**config.mk**
```make
export PLATFORM = sky130hd
export DESIGN_NAME = mem_arbiter
export DESIGN_NICKNAME = d
export VERILOG_FILES = /design/src/rtl/mem_arbiter.sv
export SDC_FILE = /design/constraint.sdc
export NUM_CORES = 1
export LEC_CHECK = 0
export ABC_AREA = 1
export CAP_MARGIN = 40
export CORE_AREA = 2 2 94 96
export CTS_CLUSTER_DIAMETER = 80
export DETAILED_ROUTE_END_ITERATION = 10
export DIE_AREA = 0 0 96 98
export GPL_ROUTABILITY_DRIVEN = 1
export PLACE_DENSITY = 0.82
export SLEW_MARGIN = 10
export SYNTH_ARGS = -nofsm -noshare
export SYNTH_HDL_FRONTEND = slang
export SYNTH_SLANG_ARGS = --single-unit
export TNS_END_PERCENT = 5
```
**constraint.sdc**
```tcl
create_clock -name clk -period 4.5 [get_ports clk]
set_input_delay 0.675 -clock clk [delete_from_list [all_inputs] [get_ports clk]]
set_output_delay 0.675 -clock clk [all_outputs]
set_load 0.01 [all_outputs]
```
**src/rtl/mem_arbiter.sv**
```systemverilog
// mem_arbiter: two-port round-robin arbiter with 1-4 beat bursts
// sharing one single-port unified memory; read data one cycle later.
module mem_arbiter #(
  parameter int AW = 10,
  parameter int DW = 32
) (
  input  logic          clk,
  input  logic          rst,
  input  logic          m0_req,
  input  logic          m0_we,
  input  logic [AW-1:0] m0_addr,
  input  logic [1:0]    m0_len,
  input  logic [DW-1:0] m0_wdata,
  output logic          m0_gnt,
  output logic          m0_beat,
  output logic          m0_rvalid,
  output logic [DW-1:0] m0_rdata,
  input  logic          m1_req,
  input  logic          m1_we,
  input  logic [AW-1:0] m1_addr,
  input  logic [1:0]    m1_len,
  input  logic [DW-1:0] m1_wdata,
  output logic          m1_gnt,
  output logic          m1_beat,
  output logic          m1_rvalid,
  output logic [DW-1:0] m1_rdata,
  output logic          mem_en,
  output logic          mem_we,
  output logic [AW-1:0] mem_addr,
  output logic [DW-1:0] mem_wdata,
  input  logic [DW-1:0] mem_rdata,
  output logic          busy
);

  typedef enum logic {
    IDLE  = 1'b0,
    BURST = 1'b1
  } state_t;

  state_t state;
  state_t nstate;

  logic          owner;
  logic          last;
  logic          cur_we;
  logic [1:0]    cnt;
  logic [AW-1:0] cur_addr;
  logic          rd_pend;
  logic          rd_id;

  logic          any;
  logic          win;
  logic          acc;
  logic          sel;
  logic          w_we;
  logic [AW-1:0] w_addr;
  logic [1:0]    w_len;
  logic [DW-1:0] w_wdata;

  // Round-robin pick: on a tie the master that did not win last goes
  always_comb begin
    any = m0_req | m1_req;
    win = m1_req & (~m0_req | ~last);
    acc = (state == IDLE) & any;
  end

  // Route the winning master's request fields
  always_comb begin
    w_we    = win ? m1_we    : m0_we;
    w_addr  = win ? m1_addr  : m0_addr;
    w_len   = win ? m1_len   : m0_len;
    w_wdata = win ? m1_wdata : m0_wdata;
  end

  // State register
  always_ff @(posedge clk or posedge rst) begin
    if (rst) begin
      state <= IDLE;
    end else begin
      state <= nstate;
    end
  end

  // Next state: multi-beat grants enter BURST, leave after last beat
  always_comb begin
    nstate = state;
    unique case (state)
      IDLE: begin
        if (acc && (w_len != 2'd0)) begin
          nstate = BURST;
        end
      end
      BURST: begin
        if (cnt == 2'd1) begin
          nstate = IDLE;
        end
      end
    endcase
  end

  // Burst bookkeeping and round-robin pointer
  always_ff @(posedge clk or posedge rst) begin
    if (rst) begin
      owner    <= 1'b0;
      last     <= 1'b1;
      cur_we   <= 1'b0;
      cnt      <= 2'd0;
      cur_addr <= '0;
    end else if (acc) begin
      last <= win;
      if (w_len != 2'd0) begin
        owner    <= win;
        cnt      <= w_len;
        cur_addr <= w_addr + 1'b1;
        cur_we   <= w_we;
      end
    end else if (state == BURST) begin
      cur_addr <= cur_addr + 1'b1;
      cnt      <= cnt - 1'b1;
    end
  end

  // Remember which master the read beat of this cycle belongs to
  always_ff @(posedge clk or posedge rst) begin
    if (rst) begin
      rd_pend <= 1'b0;
      rd_id   <= 1'b0;
    end else begin
      rd_pend <= mem_en & ~mem_we;
      rd_id   <= sel;
    end
  end

  // Memory strobes, grants and beats; everything held low in reset
  always_comb begin
    m0_gnt    = 1'b0;
    m1_gnt    = 1'b0;
    m0_beat   = 1'b0;
    m1_beat   = 1'b0;
    mem_en    = 1'b0;
    mem_we    = 1'b0;
    mem_addr  = '0;
    mem_wdata = '0;
    busy      = 1'b0;
    sel       = 1'b0;
    if (!rst) begin
      unique case (state)
        IDLE: begin
          if (any) begin
            sel       = win;
            m0_gnt    = ~win;
            m1_gnt    = win;
            m0_beat   = ~win;
            m1_beat   = win;
            mem_en    = 1'b1;
            mem_we    = w_we;
            mem_addr  = w_addr;
            mem_wdata = w_wdata;
          end
        end
        BURST: begin
          sel       = owner;
          busy      = 1'b1;
          m0_beat   = ~owner;
          m1_beat   = owner;
          mem_en    = 1'b1;
          mem_we    = cur_we;
          mem_addr  = cur_addr;
          mem_wdata = owner ? m1_wdata : m0_wdata;
        end
      endcase
    end
  end

  // Read return goes only to the master that issued the beat
  always_comb begin
    m0_rvalid = rd_pend & ~rd_id & ~rst;
    m1_rvalid = rd_pend & rd_id & ~rst;
    m0_rdata  = m0_rvalid ? mem_rdata : '0;
    m1_rdata  = m1_rvalid ? mem_rdata : '0;
  end

endmodule

```
# Word-level counts from Yosys, hierarchy flattened

Cells that the tools add are included.

Input port bits: 126
Register bits: 18
Word-level logic and storage cells: 75

Multiplexer cells: 40
Bitwise operators: 17
Add/subtract/negate cells: 3
Equality and inequality tests: 2
Reduce and logical (&&, ||, !) cells: 5

Operator list:

| cell                  | count |
|---|---|
| $mux 32               | 6 |
| $pmux 32 s2           | 1 |
| $mux 10               | 6 |
| $add 10x1->10 const B | 2 |
| $pmux 10 s2           | 1 |
| $mux 1                | 17 |
| $pmux 1 s2            | 5 |
| $mux 2                | 4 |
| $not 1->1             | 8 |
| $and 1x1->1           | 7 |
| $reduce_and 2->1      | 2 |
| $reduce_bool 2->1     | 2 |
| $eq 2x1->1 const B    | 1 |
| $ne 2x1->1 const B    | 1 |
| $or 1x1->1            | 2 |
| $sub 2x1->2 const B   | 1 |
| $logic_and 1x1->1     | 1 |

# Depth between registers and ports, before layout

Depth in word-level cells: 9
Depth in mapped cells: 14
Depth with buffers taken out: 13

# Worst setup path after synthesis

Ideal clock, no wire load.

Kind: input port to output port
Start point: in m0_req
End point: out m0_beat
Arrival time: 1.704 ns
Data required time: 3.825 ns
Stages on the path: 7
Setup slack: 2.121 ns
Path buffers: 2
Cells stage by stage: nand2_4 nand2_4 inv_2 buf_6 clkbuf_1 nor3_1 o21bai_1

Word-level cells in the longest chain between the ends: 7
Elaborated cells between the ends (all ways): 8
Classes of those cells: mux: 3; bitwise: 5

RTL lines:

| element            | RTL line | RTL |
|---|---|---|
| start: declaration | 9        | `input logic m0_req,` |
| $not 1->1          | 63       | `win = m1_req & (~m0_req \| ~last);` |
| $or 1x1->1         | 63       |  |
| $and 1x1->1        | 63       |  |
| $not 1->1          | 153      | `m0_beat = ~win;` |
| $mux 1 (*)         | 149      | `if (any) begin` |
| $pmux 1 s2 (*)     | 147      | `unique case (state)` |
| $mux 1 (*)         | 146      | `if (!rst) begin` |
| end: declaration   | 15       | `output logic m0_beat,` |

Mark *: on every way between the ends. The rest lies on a longest branch, timed or not.

# Worst setup path after layout

Start point: in m0_req
End point: out mem_wdata[8]

Word-level cells in the longest chain between the ends: 7
Elaborated cells between the ends (all ways): 8
Classes of those cells: mux: 4; bitwise: 4

RTL lines:

| element          | RTL line | RTL |
|---|---|---|
| $not 1->1        | 63       |  |
| $or 1x1->1       | 63       |  |
| $and 1x1->1      | 63       |  |
| $mux 32          | 72       | `w_wdata = win ? m1_wdata : m0_wdata;` |
| $mux 32 (*)      | 149      |  |
| $pmux 32 s2 (*)  | 147      |  |
| $mux 32 (*)      | 146      |  |
| end: declaration | 30       | `output logic [DW-1:0] mem_wdata,` |

Marks and branches as above.

==> summary.txt <==
Job
  – MaxCap Viol Count: 0

Clocking
  – Cts bufs inserted: 3
  – H-tree levels: 1
  – Clock Tree Buf Depth: 2
  – CTS tree: yes
  – CTS Sinks: 18
  – Clock root buffer: clkbuf_8
  – Worst-Skew Late Latency: 0.26 ns
  – # hold bufs at CTS: 0
  – Worst-path clk slew: 0.08 ns
  – Post-CTS resize count: 0
  – Post CTS Setup Buffer Count: 0

Placement
  – Pre-CTS setup slack: around 0.66 ns
  – Hpwl dp: about 9.4 mm
  – GP Congestion: ~0.93
  – DP Area: 5120 µm²
  – Port Buf Inserts: 240

Synthesis
  – Synth top area cells: dfrtp_1 (16%), nor2_1 (11%), a221oi_1 (10%)
  – Mean post-synth cell area: 6.00 µm²
  – Post-synth top area cell: dfrtp_1
  – Sequential cell area fraction in the yosys report: 0.171
  – Synth warn: 0
  – Syn Nets: 568
  – Yosys top cell area share: 0.161
  – Cell Area, Synth: ~2600 µm²
  – Post-Synthesis Cells: 440
  – Yosys reg bits: 18
  – Cell variety after synth: 34

Routing
  – DRT antenna net count: 0
  – DRT Wirelength: 11.9 mm
  – Detailed Route Iter0 Violations: 196
  – WL per Instance: 15.4 µm
  – Drt via density: roughly 5.2
  – Drc violations: 0
  – Via count: 4,033
  – DRT Pass-1 Iters: 5

Hold path
  – HP Class: flip-flop to flip-flop
  – Hold path cells: 2

Finish
  – Final net count: 792
  – Final Cell Area: 5170 µm²
  – Diode count: 0
  – Area grow syn2layout: 96.0%
  – Final design utilization: 0.611
  – Layout cells sized above 1: 0.0679

Global route
  – GR Overflow Total: 0
  – Initial antenna violation count: 0
  – Gr usage total: 0.241
  – Number of global-route vias before repair: roughly 3,800
  – First-pass GRT wire length: about 18 mm
  – Largest net degree at the start of global routing: 38

Floorplan
  – Die Ht: slightly below 100 µm
  – Cell Rows: 34
  – Core ar.: approximately 8500 µm²
  – # IOs: ~240
  – Starting Density: 0.312
  – Die Area: roughly 9400 µm²
  – Die X-Extent: 96 µm

Setup path
  – Slowest CP cell: clkdlybuf4s50_1
  – CP max FO: 31
  – Max incr delay on CP: 0.63 ns
  – R2R depth: 10
  – Kind of critical path: primary input to output pin
  – Startpoint Class: primary input
  – Cell chain of the critical path: clkdlybuf4s50_1 > nand2_4 > nand2_4 > inv_2 > nor2_2 > buf_4 > a221oi_1 > nor3_1 > clkdlybuf4s50_1
  – WP data required: approximately 3.8 ns
  – Worst setup EP type: output pin
  – Arrival @ worst endpoint: 3.19 ns

STA
  – Final setup violation count: 0
  – WHS: between 0.4 and 0.5 ns
  – RSZ-0062 raised after global routing: no
  – Max-slew violations: 0
  – Final Hold Violating Endpoints: 0
  – Clk_skew: a little over 0.006 ns
  – Final WS setup: approximately 0.64 ns
  – Fmax: 0.259 GHz
  – Slew headroom: 0.636
  – Final period util: 0.858
  – Post-route setup TNS: 0 ns
  – Worst-Margin Slew: roughly 0.55 ns
  – Min Tclk post-route: slightly below 4 ns

Run status
  – Status: complete, no violations

Pwr
  – Power Density: 417 nW/µm²
  – Worst vdd ir: 0.000265 V
  – Leakage: roughly 0.0022 µW
==> cells in the mapped netlist (all sizes together) <==
| cell type | instances |
|---|---|
| nor2 | 82 |
| inv | 70 |
| nand2 | 66 |
| o22ai | 39 |
| nor3 | 35 |
| a221oi | 31 |
| nand3 | 27 |
| clkbuf | 22 |
| dfrtp | 17 |
| o21ai | 17 |
| buf | 10 |
| nand3b | 5 |
| or2 | 4 |
| o211ai | 3 |
| o21bai | 3 |
| a21oi | 2 |
| a31oi | 2 |
| ha | 2 |
| clkinv | 1 |
| dfstp | 1 |
| nand4 | 1 |
==> state kept, by name (all words and copies together) (netlist names) <==
signal    flops
rd_pend       1
rd_id         1
last          1
owner         1
cur_addr     10
cur_we        1
state         1
cnt           2
==> cells in the final DEF (no fill, tap or decap), types with 2 or more instances in the layout <==
cell type	n
o22ai_1	39
a31oi_1	2
nor2_1	76
a221oi_1	31
nand3_1	24
nor3_1	35
o21ai_0	10
clkdlybuf4s50_1	239
or2_2	4
a21oi_1	2
clkbuf_8	4
nor2_2	2
ha_1	2
nand2_4	3
o21ai_2	7
o21bai_1	3
nand3_2	3
nand3b_1	5
inv_2	2
nand2_1	63
nor2_8	2
dfrtp_1	17
inv_1	67
nor2_4	2
buf_4	10
==> report_power, final <==
part / switching (µW) / total (µW) / internal (µW)
clock: 58.5 / 136 / 77.9
combinational: 925 / 1720 / 794
sequential: 56.6 / 302 / 245
total: 1040 / 2160 / 1120
==> per-layer routing <==
layer  vias up  share of wire  track usage
li1       1948              -            -
met1      1827           0.38        0.281
met2       230           0.49        0.429
met3        28           0.10       0.0579
met4         0          0.029       0.0725
met5         -              0            0
==> critical path: cells and delay by family <==
family | cells | cell delay (ns)
compound gates | 1 | 0.13
simple gates | 4 | 0.66
buf+inv | 4 | 1.70
==> stage by stage <==
stage	cells	total power, µW
6_report	771	2160
5_1_grt	771	2330
4_1_cts	771	2160
3_5_place_dp	767	2010
3_3_place_gp	766	1940
2_1_floorplan	440	1310
==> cell families (layout without fill, tap and decap cells) <==
logic type / Yosys count / count (layout) / synth area share
adder cells (fa/ha/maj): 2 / 2 / 0.00948
buffers and inverters: 103 / 326 / 0.162
AND/OR/NAND/NOR: 220 / 220 / 0.387
AO/OA/AOI/OAI: 97 / 97 / 0.270
flip-flops: 18 / 18 / 0.171
==> final cells by class <==
cell class | instances | area [µm²]
tap | 108 | 135
multi-input combinational | 319 | 1760
clock buffer | 4 | 55.1
inverter | 71 | 269
timing repair buffer | 251 | 2500
sequential | 18 | 452
fill | 772 | 3290
==> path summary, 6_finish.rpt <==
check | to | startpoint | slack (ns)
setup / recovery | mem_wdata[8] | m0_req | 0.64
min in group asynchronous | cur_we | rst | 0.92
hold / removal | cur_addr[8] | cur_addr[8] | 0.49
hold reg to reg | cur_addr[8] | cur_addr[8] | 0.49
setup reg to reg | cur_addr[6] | last | 2.18
max in group asynchronous | last | rst | 3.30
No activity file was read; power rests on OpenSTA's default activity.
